File: config.mk
export PLATFORM = sky130hd
export DESIGN_NAME = mem_stage_lsu_flat
export DESIGN_NICKNAME = d
export VERILOG_FILES = /design/src/rtl/mem_stage_lsu_pkg.sv /design/src/rtl/mem_stage_lsu_if.sv /design/src/rtl/mem_stage_lsu_align.sv /design/src/rtl/mem_stage_lsu.sv /design/src/flat_wrapper.sv
export SDC_FILE = /design/constraint.sdc
export NUM_CORES = 1
export LEC_CHECK = 0
export CAP_MARGIN = 40
export CORE_MARGIN = 2
export CORE_UTILIZATION = 45
export DETAILED_ROUTE_END_ITERATION = 12
export GPL_TIMING_DRIVEN = 0
export PLACE_DENSITY = 0.78
export SLEW_MARGIN = 20
export SYNTH_ARGS = -nofsm -noshare
export SYNTH_HDL_FRONTEND = slang
export SYNTH_SLANG_ARGS = --single-unit
File: constraint.sdc
create_clock -name clk -period 6.2 [get_ports clk]
set_input_delay 1.24 -clock clk [delete_from_list [all_inputs] [get_ports clk]]
set_output_delay 1.24 -clock clk [all_outputs]
set_load 0.02 [all_outputs]
File: src/rtl/mem_stage_lsu_pkg.sv
// Shared encodings for the RV32 MEM-stage load/store unit.
// Holds funct3 codes, writeback selects, FSM states and byte-enable masks.
package rv32_mem_pkg;

   localparam logic [2:0] F3_B  = 3'b000;
   localparam logic [2:0] F3_H  = 3'b001;
   localparam logic [2:0] F3_W  = 3'b010;
   localparam logic [2:0] F3_BU = 3'b100;
   localparam logic [2:0] F3_HU = 3'b101;

   localparam logic [1:0] WB_ALU = 2'b00;
   localparam logic [1:0] WB_MEM = 2'b01;
   localparam logic [1:0] WB_PC4 = 2'b10;

   localparam logic [3:0] BE_B = 4'b0001;
   localparam logic [3:0] BE_H = 4'b0011;
   localparam logic [3:0] BE_W = 4'b1111;

   typedef enum logic [1:0] {
      S_IDLE = 2'd0,
      S_REQ  = 2'd1,
      S_RESP = 2'd2
   } lsu_state_t;

   function automatic logic misaligned(input logic [2:0] f3,
                                       input logic [1:0] a);
      logic m;
      m = 1'b0;
      unique case (f3[1:0])
         2'b01:   m = a[0];
         2'b10:   m = (a != 2'b00);
         default: m = 1'b0;
      endcase
      return m;
   endfunction

endpackage

File: src/rtl/mem_stage_lsu_if.sv
// Data-memory req/gnt/rvalid bus between the LSU and memory.
// The LSU drives the master side, memory drives the slave side.
interface mem_stage_lsu_if;
   logic        dmem_req;
   logic        dmem_we;
   logic [31:0] dmem_addr;
   logic [3:0]  dmem_be;
   logic [31:0] dmem_wdata;
   logic        dmem_gnt;
   logic        dmem_rvalid;
   logic [31:0] dmem_rdata;

   modport master (
      output dmem_req, dmem_we, dmem_addr, dmem_be, dmem_wdata,
      input  dmem_gnt, dmem_rvalid, dmem_rdata
   );

   modport slave (
      input  dmem_req, dmem_we, dmem_addr, dmem_be, dmem_wdata,
      output dmem_gnt, dmem_rvalid, dmem_rdata
   );
endinterface

File: src/rtl/mem_stage_lsu_align.sv
// Byte-lane steering: store enables/data shifted to the lane,
// load data pulled from the lane and sign/zero extended.
module lsu_align
   import rv32_mem_pkg::*;
(
   input  logic [2:0]  st_f3,
   input  logic [1:0]  st_lane,
   input  logic [31:0] st_data,
   output logic [3:0]  be,
   output logic [31:0] wdata,
   input  logic [2:0]  ld_f3,
   input  logic [1:0]  ld_lane,
   input  logic [31:0] rdata,
   output logic [31:0] ld_data
);

   logic [31:0] sh;

   always_comb begin
      be    = BE_W;
      wdata = st_data;
      unique case (1'b1)
         (st_f3[1:0] == 2'b00): begin
            be    = BE_B << st_lane;
            wdata = {24'b0, st_data[7:0]} << {st_lane, 3'b000};
         end
         (st_f3[1:0] == 2'b01): begin
            be    = BE_H << st_lane;
            wdata = {16'b0, st_data[15:0]} << {st_lane, 3'b000};
         end
         default: begin
            be    = BE_W;
            wdata = st_data;
         end
      endcase
   end

   always_comb begin
      sh      = rdata >> {ld_lane, 3'b000};
      ld_data = sh;
      unique case (1'b1)
         (ld_f3 == F3_B):  ld_data = {{24{sh[7]}}, sh[7:0]};
         (ld_f3 == F3_BU): ld_data = {24'b0, sh[7:0]};
         (ld_f3 == F3_H):  ld_data = {{16{sh[15]}}, sh[15:0]};
         (ld_f3 == F3_HU): ld_data = {16'b0, sh[15:0]};
         default:          ld_data = sh;
      endcase
   end

endmodule

File: src/rtl/mem_stage_lsu.sv
// RV32 MEM-stage load/store unit: EX/MEM consumer, dmem bus FSM,
// pipeline stall and registered MEM/WB writeback bundle.
module mem_stage_lsu
   import rv32_mem_pkg::*;
#(
   parameter int TIMEOUT = 255,
   parameter int CNT_W   = 8
) (
   input  logic        clk,
   input  logic        rst,
   input  logic        flush,
   input  logic        memRW,
   input  logic [1:0]  MemReg,
   input  logic        RegW,
   input  logic [4:0]  rd,
   input  logic [2:0]  funct3,
   input  logic [31:0] alu_in,
   input  logic [31:0] data_in,
   input  logic [31:0] pc_add4,
   output logic        stall,
   mem_stage_lsu_if.master dmem,
   output logic        wb_valid,
   output logic        wb_RegW,
   output logic [4:0]  wb_rd,
   output logic [31:0] wb_data,
   output logic        exc_misaligned,
   output logic        exc_bus
);

   lsu_state_t state_q, state_d;
   logic [CNT_W-1:0] cnt_q;
   logic access, misal, start, timeout;
   logic kill_q, we_q, regw_q, stall_c;
   logic [4:0]  rd_q;
   logic [2:0]  f3_q;
   logic [1:0]  lane_q;
   logic [31:0] addr_q, wdata_q, wdata_c, ld_c;
   logic [3:0]  be_q, be_c;

   assign access  = memRW | (MemReg == WB_MEM);
   assign misal   = access & misaligned(funct3, alu_in[1:0]);
   assign start   = (state_q == S_IDLE) & access & ~misal & ~flush;
   assign timeout = (state_q != S_IDLE)
                  & (cnt_q == CNT_W'(TIMEOUT - 1));

   lsu_align u_align (
      .st_f3   (funct3),
      .st_lane (alu_in[1:0]),
      .st_data (data_in),
      .be      (be_c),
      .wdata   (wdata_c),
      .ld_f3   (f3_q),
      .ld_lane (lane_q),
      .rdata   (dmem.dmem_rdata),
      .ld_data (ld_c)
   );

   always_ff @(posedge clk or posedge rst) begin
      if (rst) state_q <= S_IDLE;
      else     state_q <= state_d;
   end

   always_comb begin
      state_d = state_q;
      unique case (state_q)
         S_IDLE: if (start) state_d = S_REQ;
         S_REQ: begin
            if (dmem.dmem_gnt)         state_d = we_q ? S_IDLE : S_RESP;
            else if (flush || timeout) state_d = S_IDLE;
         end
         S_RESP: if (dmem.dmem_rvalid || timeout) state_d = S_IDLE;
         default: state_d = S_IDLE;
      endcase
   end

   always_comb begin
      stall_c = 1'b0;
      unique case (state_q)
         S_IDLE: stall_c = start;
         S_REQ:  stall_c = dmem.dmem_gnt ? ~we_q : ~(flush | timeout);
         S_RESP: stall_c = ~(dmem.dmem_rvalid | timeout);
         default: stall_c = 1'b0;
      endcase
   end

   // Gate with rst so stall reads 0 while held in reset.
   assign stall           = stall_c & ~rst;
   assign dmem.dmem_req   = (state_q == S_REQ);
   assign dmem.dmem_we    = we_q;
   assign dmem.dmem_addr  = addr_q;
   assign dmem.dmem_be    = be_q;
   assign dmem.dmem_wdata = wdata_q;

   always_ff @(posedge clk or posedge rst) begin
      if (rst) begin
         cnt_q   <= '0;
         kill_q  <= 1'b0;
         we_q    <= 1'b0;
         regw_q  <= 1'b0;
         rd_q    <= '0;
         f3_q    <= '0;
         lane_q  <= '0;
         addr_q  <= '0;
         be_q    <= '0;
         wdata_q <= '0;
      end else begin
         if (start) begin
            cnt_q   <= '0;
            kill_q  <= 1'b0;
            we_q    <= memRW;
            regw_q  <= RegW;
            rd_q    <= rd;
            f3_q    <= funct3;
            lane_q  <= alu_in[1:0];
            addr_q  <= {alu_in[31:2], 2'b00};
            be_q    <= be_c;
            wdata_q <= wdata_c;
         end else if (state_q != S_IDLE) begin
            cnt_q <= cnt_q + 1'b1;
            if (flush) kill_q <= 1'b1;
         end
      end
   end

   always_ff @(posedge clk or posedge rst) begin
      if (rst) begin
         wb_valid       <= 1'b0;
         wb_RegW        <= 1'b0;
         wb_rd          <= '0;
         wb_data        <= '0;
         exc_misaligned <= 1'b0;
         exc_bus        <= 1'b0;
      end else begin
         wb_valid       <= 1'b0;
         wb_RegW        <= 1'b0;
         exc_misaligned <= 1'b0;
         exc_bus        <= 1'b0;
         unique case (state_q)
            S_IDLE: begin
               if (!flush && misal) begin
                  wb_valid       <= 1'b1;
                  wb_rd          <= rd;
                  wb_data        <= alu_in;
                  exc_misaligned <= 1'b1;
               end else if (!flush && !access) begin
                  wb_valid <= 1'b1;
                  wb_RegW  <= RegW;
                  wb_rd    <= rd;
                  wb_data  <= (MemReg == WB_PC4) ? pc_add4 : alu_in;
               end
            end
            S_REQ: begin
               if (dmem.dmem_gnt && we_q) begin
                  wb_valid <= ~(flush | kill_q);
                  wb_rd    <= rd_q;
               end else if (!dmem.dmem_gnt && !flush && timeout) begin
                  wb_valid <= 1'b1;
                  wb_rd    <= rd_q;
                  exc_bus  <= 1'b1;
               end
            end
            S_RESP: begin
               if (dmem.dmem_rvalid) begin
                  wb_valid <= ~(flush | kill_q);
                  wb_RegW  <= regw_q & ~(flush | kill_q);
                  wb_rd    <= rd_q;
                  wb_data  <= ld_c;
               end else if (timeout) begin
                  wb_valid <= 1'b1;
                  wb_rd    <= rd_q;
                  exc_bus  <= 1'b1;
               end
            end
            default: ;
         endcase
      end
   end

endmodule

File: src/flat_wrapper.sv
// flat-port wrapper written by rule: the top's interface ports become plain ports
module mem_stage_lsu_flat import rv32_mem_pkg::*;
#(
   parameter int TIMEOUT = 255,
   parameter int CNT_W   = 8
)
  (clk, rst, flush, memRW, MemReg, RegW, rd, funct3, alu_in, data_in, pc_add4, stall, wb_valid, wb_RegW, wb_rd, wb_data, exc_misaligned, exc_bus, dmem_dmem_req, dmem_dmem_we, dmem_dmem_addr, dmem_dmem_be, dmem_dmem_wdata, dmem_dmem_gnt, dmem_dmem_rvalid, dmem_dmem_rdata);
  mem_stage_lsu_if dmem_i ();
  input  logic clk;
  input  logic rst;
  input  logic flush;
  input  logic memRW;
  input  logic [1:0] MemReg;
  input  logic RegW;
  input  logic [4:0] rd;
  input  logic [2:0] funct3;
  input  logic [31:0] alu_in;
  input  logic [31:0] data_in;
  input  logic [31:0] pc_add4;
  output logic stall;
  output logic wb_valid;
  output logic wb_RegW;
  output logic [4:0] wb_rd;
  output logic [31:0] wb_data;
  output logic exc_misaligned;
  output logic exc_bus;
  output wire logic [$bits(dmem_i.dmem_req)-1:0] dmem_dmem_req;
  output wire logic [$bits(dmem_i.dmem_we)-1:0] dmem_dmem_we;
  output wire logic [$bits(dmem_i.dmem_addr)-1:0] dmem_dmem_addr;
  output wire logic [$bits(dmem_i.dmem_be)-1:0] dmem_dmem_be;
  output wire logic [$bits(dmem_i.dmem_wdata)-1:0] dmem_dmem_wdata;
  input wire logic [$bits(dmem_i.dmem_gnt)-1:0] dmem_dmem_gnt;
  input wire logic [$bits(dmem_i.dmem_rvalid)-1:0] dmem_dmem_rvalid;
  input wire logic [$bits(dmem_i.dmem_rdata)-1:0] dmem_dmem_rdata;
  assign dmem_dmem_req = dmem_i.dmem_req;
  assign dmem_dmem_we = dmem_i.dmem_we;
  assign dmem_dmem_addr = dmem_i.dmem_addr;
  assign dmem_dmem_be = dmem_i.dmem_be;
  assign dmem_dmem_wdata = dmem_i.dmem_wdata;
  assign dmem_i.dmem_gnt = dmem_dmem_gnt;
  assign dmem_i.dmem_rvalid = dmem_dmem_rvalid;
  assign dmem_i.dmem_rdata = dmem_dmem_rdata;
  mem_stage_lsu #(.TIMEOUT(TIMEOUT), .CNT_W(CNT_W)) u_core (.clk(clk), .rst(rst), .flush(flush), .memRW(memRW), .MemReg(MemReg), .RegW(RegW), .rd(rd), .funct3(funct3), .alu_in(alu_in), .data_in(data_in), .pc_add4(pc_add4), .stall(stall), .dmem(dmem_i), .wb_valid(wb_valid), .wb_RegW(wb_RegW), .wb_rd(wb_rd), .wb_data(wb_data), .exc_misaligned(exc_misaligned), .exc_bus(exc_bus));
endmodule
== After elaboration in Yosys (flattened, before gate mapping) ==
Cells that the tools add are included.

* Register bits after elaboration: 130
* Latch bits: 0
* Memory bits (writable): 0
* ROM bits: 0
* Bits of input ports: 145
* Output and inout port bits: 112
* Logic and storage cells: 126
* Memories kept: 0

* Add/sub/neg operators: 1
* Multiply operators: 0
* Div/mod/pow operators: 0
* Order comparisons: 0
* Eq/ne operators: 17
* Shifts and indexed selects: 5
* Mux-type cells: 45
* Bitwise gates (word level): 18
* Reductions and logical operators: 23

{| class="wikitable"
|+ Operator list
! operator !! number
|-
| 32-bit two-way mux || 4
|-
| 32-bit one-hot mux with 2 select lines || 2
|-
| 32-bit one-hot mux with 4 select lines || 1
|-
| 16-bit by 5-bit << shifter with 32-bit output || 1
|-
| 8-bit by 5-bit << shifter with 32-bit output || 1
|-
| 32-bit by 5-bit right shift with 32-bit output || 1
|-
| 5-bit two-way mux || 6
|-
| 1-bit two-way mux || 17
|-
| 8-bit two-way mux || 2
|-
| 5-bit one-hot mux with 3 select lines || 1
|-
| 2-bit two-way mux || 5
|-
| 2-bit nonzero test || 5
|-
| 8-bit by 1-bit adder with 8-bit output (second input constant) || 1
|-
| 8-bit equality test (second input constant) || 1
|-
| 4-bit one-hot mux with 2 select lines || 1
|-
| 1-bit bitwise AND || 7
|-
| 1-bit NOT || 7
|-
| 2-bit by 1-bit equality test with 1-bit output (second input constant) || 3
|-
| 2-bit equality test (second input constant) || 3
|-
| 3-bit equality test (second input constant) || 2
|-
| 3-bit by 1-bit inequality test with 1-bit output (second input constant) || 2
|-
| 1-bit one-hot mux with 2 select lines || 3
|-
| 1-bit one-hot mux with 3 select lines || 2
|-
| 2-bit one-hot mux with 3 select lines || 1
|-
| 17 further kinds || 30
|}

== Longest topological paths before layout ==
Gate-level depths: netlist of the first run.

* Depth after elaboration: 8
* Mapped depth: 9
* Mapped depth without buffers: 7

== By module ==
Synthesis of the first run repeated with hierarchy kept, for this count alone.

* Cells, all modules: 772
* Area, all modules: 7,756.2 sq um

{| class="wikitable"
|+ Modules (own cells, without submodules)
! module !! times used !! cells each !! area an instance (sq um) !! sequential area each (sq um)
|-
| mem_stage_lsu || 1 || 549 || 6,373.6 || 3,253.1
|-
| lsu_align || 1 || 223 || 1,382.6 || 0.0
|}

== Worst setup path after synthesis of the first run ==
OpenSTA, ideal clock, no wires.

* Kind: input -> output
* Start point: input port funct3[1]
* End point: output port stall
* Data arrival time: 2.723 ns
* Data required time: 4.960 ns
* Setup slack: 2.237 ns
* Stages: 7
* Buffers on the path: 0
* Path through: inv_1 ha_1 o211ai_4 o211ai_4 nor2_2 nor3_1 nor3_1

* Longest elaborated chain between the ends: 8
* Elaborated cells on any way between the ends: 9
* Those cells by class: eq/ne (2); mux (2); bitwise (5)

{| class="wikitable"
|+ Ends and longest elaborated chain
! element !! line !! RTL
|-
| start, declared || flat_wrapper.sv:16 || <nowiki>input logic [2:0] funct3;</nowiki>
|-
| 2-bit equality test / 2-bit by 1-bit equality test with 1-bit output (equally long branches) || mem_stage_lsu_pkg.sv:29 || <nowiki>unique case (f3[1:0])</nowiki>
|-
| 1-bit one-hot mux with 2 select lines (*) || mem_stage_lsu_pkg.sv:29 ||
|-
| 1-bit bitwise AND (*) || mem_stage_lsu.sv:41 || <nowiki>assign misal = access & misaligned(funct3, alu_in[1:0]);</nowiki>
|-
| 1-bit NOT (*) || mem_stage_lsu.sv:42 || <nowiki>assign start = (state_q == S_IDLE) & access & ~misal & ~flush;</nowiki>
|-
| 1-bit bitwise AND (*) (2 in a row) || mem_stage_lsu.sv:42 ||
|-
| 1-bit one-hot mux with 3 select lines (*) || mem_stage_lsu.sv:78 || <nowiki>unique case (state_q)</nowiki>
|-
| 1-bit bitwise AND (*) || mem_stage_lsu.sv:87 || <nowiki>assign stall = stall_c & ~rst;</nowiki>
|-
| end, declared || flat_wrapper.sv:20 || <nowiki>output logic stall;</nowiki>
|}

Every way passes the cells marked *; elsewhere a longest branch is shown, timed or not.

== Worst setup path in the final report of the first run ==
Same ends and word-level chain as after synthesis.

==> results by group, run 1 <==
Min path
  – Hold path depth: 2
  – Hold EP: u_core.dmem.dmem_wdata[7]$_DFFE_PP0N_
  – Hold_sp: u_core.dmem.dmem_wdata[7]$_DFFE_PP0N_
  – Hold crit path type: reg -> reg

Critical path
  – Worst Setup Start Kind: input pin
  – Cell family with most CP delay: buffers and inverters
  – Worst setup EP type: primary output
  – Max incr delay on CP: 630 ps
  – Critical-path top delay cell: clkdlybuf4s50_1
  – Critical register-to-register path startpoint: u_core.state_q[1]$_DFFE_PP0P_
  – Worst endpoint required time: just under 5000 ps
  – CP arrival: a little under 4000 ps
  – R2R Path End: u_core.dmem.dmem_addr[27]$_DFFE_PP0N_
  – Crit path cell chain: clkdlybuf4s50_1 > inv_1 > ha_1 > o211ai_4 > o211ai_4 > nor2_2 > nor3_1 > nor3_1 > clkdlybuf4s50_1
  – Worst Path Buf+Inv: 3
  – CP Max Fanout: 10
  – R2R setup slack: between 3000 and 4000 ps
  – Crit Path Category: in -> out
  – Worst reg-to-reg path cell count: 8

Floorplan
  – Ports: 257
  – Initial Util: 45.6%
  – Core Region: 0.0151 mm²
  – Die ar.: 0.0163 mm²
  – Rows: 45
  – Die Y: ~130 µm
  – Die W: ~130 µm

STA
  – Min Tclk post-route: 5180 ps
  – Final hold violations: 0
  – Clk_skew: 6.53 ps
  – TNS Setup: 0 ps
  – Max Slew Vio Count: 0
  – Worst-margin pin slew: 728 ps
  – Maximum clock frequency: 193 MHz
  – Worst rel slew slack: 51.1%
  – Final setup vio count: 0
  – Final period util: 83.5%
  – RSZ-0062 raised after global routing: false

Layout
  – Final non-filler cell total: 1260
  – Share of cells above drive strength 1: 9.14%
  – Diode count: 0
  – Commonest non-fill, non-tap cells in the layout: clkdlybuf4s50_1 (251), nand2_1 (209), dfrtp_1 (130)
  – Final Instance Area: 0.0103 mm²
  – Fin util: 68.1%
  – Commonest non-fill, non-tap cell in the layout: clkdlybuf4s50_1
  – NumNets Final: 1213
  – P&R area growth vs syn: 49.2%

Power and ir drop
  – Power per cell area: 482 mW/mm²
  – Worst VDD drop: roughly 0.00025 V
  – Pwr Total: about 5.0 mW
  – Pleak: around 4.5 nW

Detailed routing
  – Total routed wirelength: about 25000 µm
  – Routed vias/inst: about 5.6
  – DRC Markers: 0
  – Total number of vias: 7075
  – First-pass iteration count of the detailed router: 5
  – DRT iter0 DRCs: 568
  – ANT nets after route: 0
  – Wire length per cell: between 20 and 25 µm

Placement
  – Placed instance area: 0.00967 mm²
  – Inst Count DP: 1228
  – Final Wtd Congestion: between 0.9 and 1
  – HPWL Detailed: 18800 µm
  – I/O Buffers: about 250

Synth
  – Syn. warnings: 0
  – Mapped Area: just under 0.007 mm²
  – Post-Syn Area per Cell: 8.75 µm²
  – Most common flop cell mapped by yosys: dfrtp_1
  – Post-synthesis cell type count: 62
  – Seq/Total Area, Yosys: 47.2%
  – Gate count of the mapped netlist: 787
  – Synth Register Bits: 130
  – Synth async-reset ratio: 100%
  – Post-synth EDFFs: 0

Global routing
  – First-pass GRT wire length: 38600 µm
  – Tot GR Track Use: a little under a third
  – Initial antenna violation count: 0
  – Grt total ovfl: 0
  – Largest net degree at the start of global routing: 82
  – Vias in the first global route: 7013

CTS
  – Post-CTS setup buffer count: 0
  – Clk Tree Root Cell: clkbuf_16
  – Worst-skew pair later-pin latency: roughly 430 ps
  – CTS Buf Count: 17
  – CTS sink cnt: 130
  – TritonCTS clock tree: done
  – Post-cts resize count: 0
  – Worst-path clk slew: 50 ps
  – Clock buffer depth: 2
  – Hold buffer count at CTS: 0
  – H-tree levels: 4

Run
  – Max-Cap Viols: 0

Run status
  – Outcome: complete, no violations
-- synth_stat cells, types with 2 or more instances --
master      n  area share [%]
or3_1       2            0.18
and2_1      3            0.27
nor3_1     10            0.73
nand2_1   209              11
nor2_1     56             3.1
a22o_1      3            0.38
and3_1      2            0.18
o31ai_1     4            0.44
o211ai_1    4            0.44
ha_1        9             1.6
a221oi_1    2            0.25
a22oi_1     6            0.65
mux2i_1    23             3.3
or2_2       2            0.18
o21ai_0    59             4.3
clkbuf_1   24             1.3
buf_6       3            0.49
buf_4       5            0.55
o221ai_1    7            0.89
a21oi_1    52             3.8
buf_2      21             1.5
o211ai_4    3            0.93
a211oi_1    7            0.76
nor2b_1    15             1.4
dfrtp_1   130              47
xor2_1      4            0.51
nand3_1    15             1.1
o21ai_1    20             1.5
a31oi_1     4            0.36
a32oi_1     8             1.0
mux2_2     12             2.0
nand2b_1    3            0.27
o31ai_2     6             1.1
inv_1       9            0.49
o22ai_1    18             1.6
-- power by group --
group	internal (mW)	leakage [nW]	switching (mW)	total [mW]
Combinational	1.09	2.59	1.38	2.46
Clock	0.642	0.291	0.372	1.01
Sequential	1.23	1.62	0.246	1.47
Total	2.96	4.50	1.99	4.95
-- sequential cells by signal, summed over array words and instances (netlist names) --
| name | flops |
|---|---|
| u_core.wb_RegW | 1 |
| u_core.kill_q | 1 |
| u_core.dmem.dmem_we | 1 |
| u_core.wb_data | 32 |
| u_core.wb_valid | 1 |
| u_core.dmem.dmem_be | 4 |
| u_core.dmem.dmem_addr | 30 |
| u_core.rd_q | 5 |
| u_core.cnt_q | 8 |
| u_core.regw_q | 1 |
| u_core.lane_q | 2 |
| u_core.f3_q | 3 |
| u_core.wb_rd | 5 |
| u_core.dmem.dmem_wdata | 32 |
| u_core.exc_misaligned | 1 |
| u_core.exc_bus | 1 |
| u_core.state_q | 2 |
-- worst max path at each step --
stage	start	to	slack, ps	cells after the start
final	funct3[1]	stall	1020	9
after detailed placement	funct3[1]	stall	1010	9
after global routing	funct3[1]	stall	900	9
after CTS	funct3[1]	stall	1010	9
after floorplan	rst	u_core.cnt_q[0]$_DFFE_PP0P_	1490	1
after global placement	rst	u_core.dmem.dmem_addr[26]$_DFFE_PP0N_	-510	2
-- layer usage --
layer | vias to the layer above | wire length (µm) | global-route usage [%]
met5 | - | 0 | 0
met4 | 0 | 801 | 12.2
met3 | 51 | 2280 | 8.97
met2 | 387 | 12400 | 52.2
met1 | 3371 | 9900 | 37.7
li1 | 3266 | - | -
-- worst register-to-register path: cells and delay by family (launching register included) --
family	cells	cell delay, ps
buffers and inverters	3	930
AND/OR/NAND/NOR	4	850
flip-flops	1	410
adder cells (fa/ha/maj)	1	210
-- logic make-up after synthesis --
logic type	count (synthesis)	share of synthesized area [%]
AND/OR/NAND/NOR	327	20.1
flip-flops	130	47.2
AO/OA/AOI/OAI	215	20.4
other	1	0.0545
buffers and inverters	64	4.49
multiplexers	36	5.47
adder cells (fa/ha/maj)	9	1.64
XOR/XNOR	5	0.636
-- per-stage QoR --
stage               hold WS, ps  setup WS (ps)
floorplan                   440           1490
global placement            451           -515
detailed placement          456           1010
CTS                         468           1010
global route                492            895
finish                      466           1020
-- final cells by class --
type / instances / area [µm²]
Clock buffer: 23 / 498
Clock inverter: 9 / 103
Inverter: 9 / 41.3
Tap cell: 188 / 235
Timing Repair Buffer: 252 / 2540
Multi-Input combinational cell: 594 / 3330
Sequential cell: 130 / 3250
Fill cell: 1217 / 4820
Buffer: 55 / 275
Note: power is estimated with default switching activity, not from simulation.
==> inputs of run 2 (changes only) <==
==> constraint.sdc (replaced) <==
create_clock -name clk -period 5.15 [get_ports clk]
set_input_delay 1.03 -clock clk [delete_from_list [all_inputs] [get_ports clk]]
set_output_delay 1.03 -clock clk [all_outputs]
set_load 0.02 [all_outputs]
==> results of run 2 <==
Same layout as run 1 (identical final DEF). Status: complete, no violations.
Among the figures that moved: setup slack after placement 1010 ps -> 381 ps; setup slack after layout 1020 ps -> 391 ps; register-to-register setup slack 3730 ps -> 2680 ps; total power 4.95 mW -> 5.96 mW; worst IR drop on VDD 0.000253 V -> 0.000304 V
==> inputs of run 3 (changes only) <==
--- a/config.mk
+++ b/config.mk
@@ -6,7 +6,7 @@
 export NUM_CORES = 1
 export LEC_CHECK = 0
 export CAP_MARGIN = 40
-export CORE_MARGIN = 2
+export CORE_MARGIN = 1.5
 export CORE_UTILIZATION = 45
 export DETAILED_ROUTE_END_ITERATION = 12
 export GPL_TIMING_DRIVEN = 0
==> results by group, run 3 (same netlist as run 1, synthesis figures left out) <==
Run status
  – Outcome: complete, no violations

CTS
  – H-tree levels: 4
  – Worst-path clk slew: 50 ps
  – CTS Buf Count: 17
  – Clk Tree Root Cell: clkbuf_16
  – Hold buffer count at CTS: 0
  – Post-cts resize count: 0
  – TritonCTS clock tree: done
  – Post-CTS setup buffer count: 0
  – Worst-skew pair later-pin latency: 420 ps
  – CTS sink cnt: 130
  – Clock buffer depth: 2

STA
  – Min Tclk post-route: 4800 ps
  – Maximum clock frequency: 208 MHz
  – Worst rel slew slack: between 50% and 60%
  – Final setup vio count: 0
  – RSZ-0062 raised after global routing: false
  – Worst-margin pin slew: 710 ps
  – Hold WS: 465 ps
  – Max Slew Vio Count: 0
  – Final hold violations: 0
  – Clk_skew: 11.4 ps
  – TNS Setup: 0 ps
  – Final period util: 93.2%

Critical path
  – CP Max Fanout: 10
  – CP arrival: ~3800 ps
  – Worst Setup Start Kind: input pin
  – Worst endpoint required time: 4120 ps
  – Worst setup EP type: primary output
  – Worst reg-to-reg path cell count: 8
  – Crit Path Category: in -> out

Run
  – Max-Cap Viols: 0

Layout
  – NumNets Final: approximately 1200
  – Share of cells above drive strength 1: 9.05%
  – Diode count: 0
  – Commonest non-fill, non-tap cell in the layout: clkdlybuf4s50_1
  – P&R area growth vs syn: 50.2%
  – Commonest non-fill, non-tap cells in the layout: clkdlybuf4s50_1 (251), nand2_1 (209), dfrtp_1 (130)

Detailed routing
  – DRC Markers: 0
  – ANT nets after route: 0
  – DRT iter0 DRCs: 604
  – Total number of vias: 7084
  – First-pass iteration count of the detailed router: 5
  – Total routed wirelength: 24700 µm
  – Wire length per cell: 19.6 µm
  – Routed vias/inst: ~5.6

Floorplan
  – Ports: 257
  – Initial Util: 45.6%
  – Die W: between 100 and 150 µm
  – Die ar.: 0.0161 mm²
  – Die Y: 127 µm
  – Core Region: 0.0151 mm²
  – Rows: 45

Min path
  – Hold path depth: 2
  – Hold crit path type: reg -> reg

Placement
  – I/O Buffers: 251
  – HPWL Detailed: 18700 µm
  – Final Wtd Congestion: 0.946

Global routing
  – Tot GR Track Use: 31.0%
  – Largest net degree at the start of global routing: 71
  – Initial antenna violation count: 0
  – Grt total ovfl: 0
  – First-pass GRT wire length: 37800 µm
  – Vias in the first global route: around 7000

Power and ir drop
  – Worst VDD drop: 0.000300 V
  – Power per cell area: 589 mW/mm²
  – Pleak: around 4.5 nW
  – Pwr Total: 6.09 mW
-- run 3: cell type report --
class,instances,area (µm²)
Fill cell,1230,4740
Inverter,9,41.3
Buffer,55,275
Tap cell,188,235
Timing Repair Buffer,252,2540
Sequential cell,130,3250
Clock buffer,24,502
Clock inverter,8,171
Multi-Input combinational cell,594,3330
-- run 3: power by group --
part           internal [mW]  switching [mW]
Combinational           1.31            1.64
Sequential              1.48           0.287
Clock                  0.924           0.451
Total                   3.71            2.38
-- run 3: worst paths after layout --
| kind | from | endpoint | slack, ps |
|---|---|---|---|
| max | funct3[1] | stall | 350 |
| min | u_core.dmem.dmem_wdata[1]$_DFFE_PP0N_ | u_core.dmem.dmem_wdata[1]$_DFFE_PP0N_ | 470 |
| max reg2reg | u_core.state_q[0]$_DFFE_PP0P_ | u_core.dmem.dmem_addr[23]$_DFFE_PP0N_ | 2610 |
| min reg2reg | u_core.dmem.dmem_wdata[1]$_DFFE_PP0N_ | u_core.dmem.dmem_wdata[1]$_DFFE_PP0N_ | 470 |
| max in group asynchronous | rst | u_core.lane_q[0]$_DFFE_PP0N_ | 3370 |
| min in group asynchronous | rst | u_core.state_q[1]$_DFFE_PP0P_ | 1070 |
-- run 3: per-layer routing --
metal | vias to the layer above | global-route usage (%) | wire, µm
li1 | 3275 | - | -
met1 | 3372 | 36.9 | 9580
met2 | 379 | 52.7 | 12000
met3 | 58 | 8.39 | 2260
met4 | 0 | 13.8 | 907
met5 | - | 0 | 0
-- run 3: worst max-delay path, cell delays in order --
cell and delay, ps:
clkdlybuf4s50_1 480, inv_1 80, ha_1 290, o211ai_4 270, o211ai_4 160, nor2_2 540
nor3_1 130, nor3_1 150, clkdlybuf4s50_1 640
-- run 3: metrics by stage --
stage / instance area, µm² / util (%) / instances / setup WS, ps
after floorplan: 6890 / - / 788 / 651
after global placement: 9640 / 63.9 / 1227 / -1280
after detailed placement: 9670 / 64.1 / 1228 / 376
after CTS: 10300 / 68.6 / 1260 / 376
after global routing: 10300 / 68.6 / 1260 / 212
final: 10300 / 68.6 / 1260 / 352
